## src/rtl/decode_stage_pipe.sv

```systemverilog
// Decode stage: register file with optional WB bypass, field/immediate decode,
// load-use hazard bubbling and the ID/EX pipeline register.
module decode_stage_pipe #(
    parameter int XLEN      = 32,
    parameter int NREG      = 32,
    parameter int BYPASS_EN = 1,
    parameter int STALL_CYC = 1
) (
    input  logic            CLK,
    input  logic            RST,
    input  logic            EN,
    input  logic            id_valid_i,
    input  logic [31:0]     id_instr_i,
    input  logic            wb_we_i,
    input  logic [4:0]      wb_rd_i,
    input  logic [XLEN-1:0] wb_data_i,
    input  logic            flush_i,
    output logic            stall_o,
    output logic            ex_valid_o,
    output logic [6:0]      ex_opcode_o,
    output logic [3:0]      ex_alu_ctrl_o,
    output logic [4:0]      ex_rs1_o,
    output logic [4:0]      ex_rs2_o,
    output logic [4:0]      ex_rd_o,
    output logic [XLEN-1:0] ex_rs1_data_o,
    output logic [XLEN-1:0] ex_rs2_data_o,
    output logic [XLEN-1:0] ex_imm_o,
    output logic            ex_is_load_o
);
    localparam int AW = $clog2(NREG);
    localparam logic [6:0] OP_LOAD   = 7'b0000011;
    localparam logic [6:0] OP_IMM    = 7'b0010011;
    localparam logic [6:0] OP_AUIPC  = 7'b0010111;
    localparam logic [6:0] OP_STORE  = 7'b0100011;
    localparam logic [6:0] OP_LUI    = 7'b0110111;
    localparam logic [6:0] OP_BRANCH = 7'b1100011;
    localparam logic [6:0] OP_JALR   = 7'b1100111;
    localparam logic [6:0] OP_JAL    = 7'b1101111;
    localparam logic [2:0] CNT_INIT  = 3'(STALL_CYC - 1);

    typedef enum logic {S_IDLE, S_STALL} state_t;

    // x0 and indices beyond the implemented file are hard-wired to zero
    function automatic logic idx_ok(input logic [4:0] idx);
        return (idx != 5'd0) && (int'(idx) < NREG);
    endfunction

    logic [XLEN-1:0]   rf_q [NREG];
    state_t            state_q, state_d;
    logic [2:0]        cnt_q, cnt_d;
    logic [6:0]        opcode;
    logic [4:0]        rs1, rs2;
    logic [XLEN-1:0]   rs1_data, rs2_data, imm;
    logic signed [31:0] imm32;
    logic              haz;

    assign opcode = id_instr_i[6:0];
    assign rs1    = (opcode == OP_LUI) ? 5'd0 : id_instr_i[19:15];
    assign rs2    = id_instr_i[24:20];

    always_comb begin
        rs1_data = '0;
        rs2_data = '0;
        if (idx_ok(rs1)) begin
            rs1_data = rf_q[rs1[AW-1:0]];
            if ((BYPASS_EN != 0) && wb_we_i && (wb_rd_i == rs1)) rs1_data = wb_data_i;
        end
        if (idx_ok(rs2)) begin
            rs2_data = rf_q[rs2[AW-1:0]];
            if ((BYPASS_EN != 0) && wb_we_i && (wb_rd_i == rs2)) rs2_data = wb_data_i;
        end
    end

    always_comb begin
        imm32 = '0;
        case (opcode)
            OP_LOAD, OP_IMM, OP_JALR:
                imm32 = {{20{id_instr_i[31]}}, id_instr_i[31:20]};
            OP_STORE:
                imm32 = {{20{id_instr_i[31]}}, id_instr_i[31:25], id_instr_i[11:7]};
            OP_BRANCH:
                imm32 = {{19{id_instr_i[31]}}, id_instr_i[31], id_instr_i[7],
                         id_instr_i[30:25], id_instr_i[11:8], 1'b0};
            OP_LUI, OP_AUIPC:
                imm32 = {id_instr_i[31:12], 12'b0};
            OP_JAL:
                imm32 = {{12{id_instr_i[31]}}, id_instr_i[19:12], id_instr_i[20],
                         id_instr_i[30:21], 1'b0};
            default: imm32 = '0;
        endcase
    end

    assign imm = XLEN'(imm32);

    assign haz = ex_valid_o && ex_is_load_o && (ex_rd_o != 5'd0) && id_valid_i &&
                 ((ex_rd_o == rs1) || (ex_rd_o == rs2));

    // The detecting IDLE cycle is itself the first bubble, so STALL covers the rest
    always_comb begin
        state_d = state_q;
        cnt_d   = cnt_q;
        stall_o = 1'b0;
        case (state_q)
            S_IDLE: begin
                if (haz && !flush_i) begin
                    stall_o = 1'b1;
                    if (STALL_CYC > 1) begin
                        state_d = S_STALL;
                        cnt_d   = CNT_INIT;
                    end
                end
            end
            S_STALL: begin
                if (flush_i) begin
                    state_d = S_IDLE;
                    cnt_d   = 3'd0;
                end else begin
                    stall_o = 1'b1;
                    cnt_d   = cnt_q - 3'd1;
                    if (cnt_q <= 3'd1) state_d = S_IDLE;
                end
            end
            default: state_d = S_IDLE;
        endcase
    end

    always_ff @(posedge CLK or posedge RST) begin
        if (RST) begin
            state_q <= S_IDLE;
            cnt_q   <= 3'd0;
        end else if (EN) begin
            state_q <= state_d;
            cnt_q   <= cnt_d;
        end
    end

    always_ff @(posedge CLK or posedge RST) begin
        if (RST) begin
            for (int i = 0; i < NREG; i++) rf_q[i] <= '0;
        end else if (EN && wb_we_i && idx_ok(wb_rd_i)) begin
            rf_q[wb_rd_i[AW-1:0]] <= wb_data_i;
        end
    end

    always_ff @(posedge CLK or posedge RST) begin
        if (RST) begin
            ex_valid_o    <= 1'b0;
            ex_opcode_o   <= '0;
            ex_alu_ctrl_o <= '0;
            ex_rs1_o      <= '0;
            ex_rs2_o      <= '0;
            ex_rd_o       <= '0;
            ex_rs1_data_o <= '0;
            ex_rs2_data_o <= '0;
            ex_imm_o      <= '0;
            ex_is_load_o  <= 1'b0;
        end else if (EN) begin
            if (flush_i || stall_o) begin
                ex_valid_o    <= 1'b0;
                ex_opcode_o   <= '0;
                ex_alu_ctrl_o <= '0;
                ex_rs1_o      <= '0;
                ex_rs2_o      <= '0;
                ex_rd_o       <= '0;
                ex_rs1_data_o <= '0;
                ex_rs2_data_o <= '0;
                ex_imm_o      <= '0;
                ex_is_load_o  <= 1'b0;
            end else begin
                ex_valid_o    <= id_valid_i;
                ex_opcode_o   <= opcode;
                ex_alu_ctrl_o <= {id_instr_i[30], id_instr_i[14:12]};
                ex_rs1_o      <= rs1;
                ex_rs2_o      <= rs2;
                ex_rd_o       <= id_instr_i[11:7];
                ex_rs1_data_o <= rs1_data;
                ex_rs2_data_o <= rs2_data;
                ex_imm_o      <= imm;
                ex_is_load_o  <= (opcode == OP_LOAD);
            end
        end
    end

endmodule
```

## config.mk

```make
export PLATFORM = sky130hd
export DESIGN_NAME = decode_stage_pipe
export DESIGN_NICKNAME = d
export VERILOG_FILES = /design/src/rtl/decode_stage_pipe.sv
export SDC_FILE = /design/constraint.sdc
export NUM_CORES = 2
export LEC_CHECK = 0
export BUFFER_PORTS_ARGS = -buffer_cell sky130_fd_sc_hd__buf_2
export CORE_MARGIN = 2
export CORE_UTILIZATION = 45
export CTS_CLUSTER_SIZE = 8
export DETAILED_ROUTE_END_ITERATION = 10
export SLEW_MARGIN = 20
export SYNTH_ARGS = -nofsm -noshare
export SYNTH_HDL_FRONTEND = slang
export SYNTH_SLANG_ARGS = --single-unit
```

## constraint.sdc

```tcl
create_clock -name CLK -period 128.9 [get_ports CLK]
set_input_delay 25.78 -clock CLK [delete_from_list [all_inputs] [get_ports CLK]]
set_output_delay 25.78 -clock CLK [all_outputs]
set_load 0.005 [all_outputs]
```

==> impl_metrics.ini <==
[outcome]
status = complete, no violations

[clock_network]
cts_root_buf = clkbuf_16
cts-root-to-sink-buffers = 3
cts_htree_levels = 4
cts_tree = yes
ctsResizeCount = 0
clk_pin_slew_worst_paths_ps = 50
cts_sinks = 1152
postCtsHoldBufs = 0
clkLatencyLatePin_ps = 800
cts_setup_buffers = 0
cts_made_buffers = 163

[sta]
fin_crit_ps = 54080
finalSetupViolCount = 0
clock_skew_ps = 26.3
max_slew_margin = 0.165
fin_setup_tns_ps = 0
rsz0062_at_grt = no
worst_pin_slew_ps = 1250
max_freq_mhz = 18.5
timing_hold_violations_final = 0
fin_crit_sh = 0.420
maxSlewViolCount = 0

[die]
ios = 200
start_util = 0.452
die_x_microns = 373
dieArea_sq_um = 139000
rows = 135
core_sq_um = 135000
die_y_microns = 373

[global_routing]
grt_pass1_wl_microns = 315000
antenna_found_initial = 15
grt_use_total = 0.314
overflow = 0
grt_max_degree = 162
grt_pass1_vias = 43699

[synthesis]
synth-edff-count = 0
yosysSeqAreaShare = 0.472
synthTopCellsByCount = dfrtp_1, mux2_2, clkbuf_1, mux4_2, mux2i_1
synthCells = 4642
yosys_warnings = 0
synth-main-ff-cell = dfrtp_1
netlist.area_leader.share = 0.472
syn_area_sq_um = 61100
syn_nets = 4719
yosysMostFrequentCell = dfrtp_1
yosysTopAreaCell = dfrtp_1
synth_seq_cells = 1152
synthTopCellsByArea = dfrtp_1, mux2_2, mux4_2
synthArstFlopShare = 1.00
ys_types = 66
post_synth.cell_area_avg_sq_um = 13.2

[route]
viasPerCell = 6.90
route.detailed.drc = 0
dr.pass1.iters = 5
routed_wl_microns = 219000
topRoutingLayerUsed = met5
dr.first_iter.drc_count = 5089
wl_per_cell_microns = 34.3
route.met3.wl_microns = 22900
via_count = 43988
wl_met1_microns = 90400
detail-route-antenna-nets = 0
route.met2.wl_microns = 95600

[final_layout]
layout-drive-gt1-share = 0.423
fin_util = 0.503
num-nets-final = 4647
fin_area_sq_um = 67900
syn2layout_area_growth_pct = 11.2

[power_and_ir_drop]
p_sw_frac = 0.273
leakagePower_nw = 30.0
p_clk_frac = 0.396
p_total_uw = 988
max-vdd-ir-drop_uv = 9.53
switchingPower_uw = 270
seq_power_share = 0.446
pwr-share-comb = 0.158
p_int_uw = 718
power_density_nw_per_um2 = 14.5

[hold_path]
holdCritStartpoint = rf_q[1020]
hold_path.class = reg2reg
min_path_cells = 0

[critical_path]
crit_path_max_fanout = 35
crit_type = in2out
worstSetupStartpointType = input pin
crit_path_start = id_instr_i[15]
cp.required_ps = 103120
endpoint_kind = primary output
reg2reg_from = ex_rd_o[0]
worstPathArrival_ps = 28300
r2r_cells = 8

[run]
max-cap-violations = 0

[placed_design]
placed_cell_area_sq_um = 63500
hpwl_microns = 118000
gp_congestion = 0.836
port_buffers = 199
==> power groups by stage <==
stage	clock network [mW]	logic, mW	registers (mW)
floorplan	0	0.116	0.435
global placement	0	0.152	0.443
detailed placement	0	0.154	0.445
CTS	0.397	0.155	0.439
global route	0.412	0.167	0.446
finish	0.391	0.156	0.441
==> metrics by stage <==
stage                     std cells  hold slack, ps  setup WS [ps]
after detailed placement       6184             386          74870
after floorplan                4642             442          70670
after CTS                      6369             398          74840
final                          6378             392          74820
after global routing           6371             408          74640
after global placement         6184             382          74870
==> kinds of logic (layout without fill, tap and decap cells) <==
group	Yosys count	count (layout)	share of synthesized area
buffers and inverters	624	572	0.0410
XOR/XNOR	14	14	0.00201
AO/OA/AOI/OAI	940	940	0.112
multiplexers	1592	1592	0.348
flip-flops	1152	1152	0.472
adder cells (fa/ha/maj)	2	2	0.000409
other	0	7	0
AND/OR/NAND/NOR	318	318	0.0246
==> routing by layer <==
layer  GRT usage  vias up
met5     0.00385        -
met4       0.142       15
met3      0.0794      586
met2       0.457     2432
met1       0.440    23310
li1            -    17645
==> final timing paths <==
check	to	slack, ps
max	stall_o	74820
min	rf_q[1020]	390
max reg2reg	ex_rs1_data_o[27]	125120
min reg2reg	rf_q[1020]	390
max in group asynchronous	rf_q[530]	100160
min in group asynchronous	ex_imm_o[15]	25160
==> cell usage in the layout (no fill, tap or decap), types with 12 or more instances in the layout <==
master,netlist,routed
nor2_4,0,21
mux2i_1,207,207
a22o_1,35,35
mux4_2,320,320
o2111ai_1,32,32
a41oi_1,31,31
a22oi_1,116,116
a32oi_1,31,31
a221oi_1,84,84
a21boi_0,20,20
nor2_1,61,40
and2_1,21,21
a221o_1,32,32
buf_2,78,192
nand2_2,0,12
dfrtp_1,1152,1152
nor2b_1,33,31
a21oi_1,172,170
a211oi_1,63,62
nand2_1,152,138
o21ai_1,36,31
o311ai_0,31,31
o22ai_1,52,51
inv_1,77,73
mux2_2,1065,1065
o221ai_1,22,22
clkbuf_16,0,169
o21ai_0,70,69
o2bb2ai_1,58,58
o32ai_1,33,33
buf_4,12,105
==> layout make-up <==
class                           count  area, sq um
Clock inverter                     12          163
Inverter                           78          309
Timing Repair Buffer              309         1970
Multi-Input combinational cell   2866        30200
Antenna cell                        7         17.5
Clock buffer                      173         4240
Tap cell                         1781         2230
Sequential cell                  1152        28800
Fill cell                       11649        67200
==> worst max-delay path, cell delays in order <==
cell      delay (ps)
buf_8            310
clkinv_2         830
a22o_1           540
nor4b_4          370
a31oi_1          150
nor2_1           130
buf_2            120
==> state kept, by name, indices dropped and copies added (netlist names), 3 cells and up <==
name / count
ex_alu_ctrl_o: 4
ex_rd_o: 5
ex_rs2_data_o: 32
ex_opcode_o: 7
ex_rs2_o: 5
ex_rs1_data_o: 32
cnt_q: 3
ex_imm_o: 32
rf_q: 1024
ex_rs1_o: 5
Power figures use the tool's default switching activity.
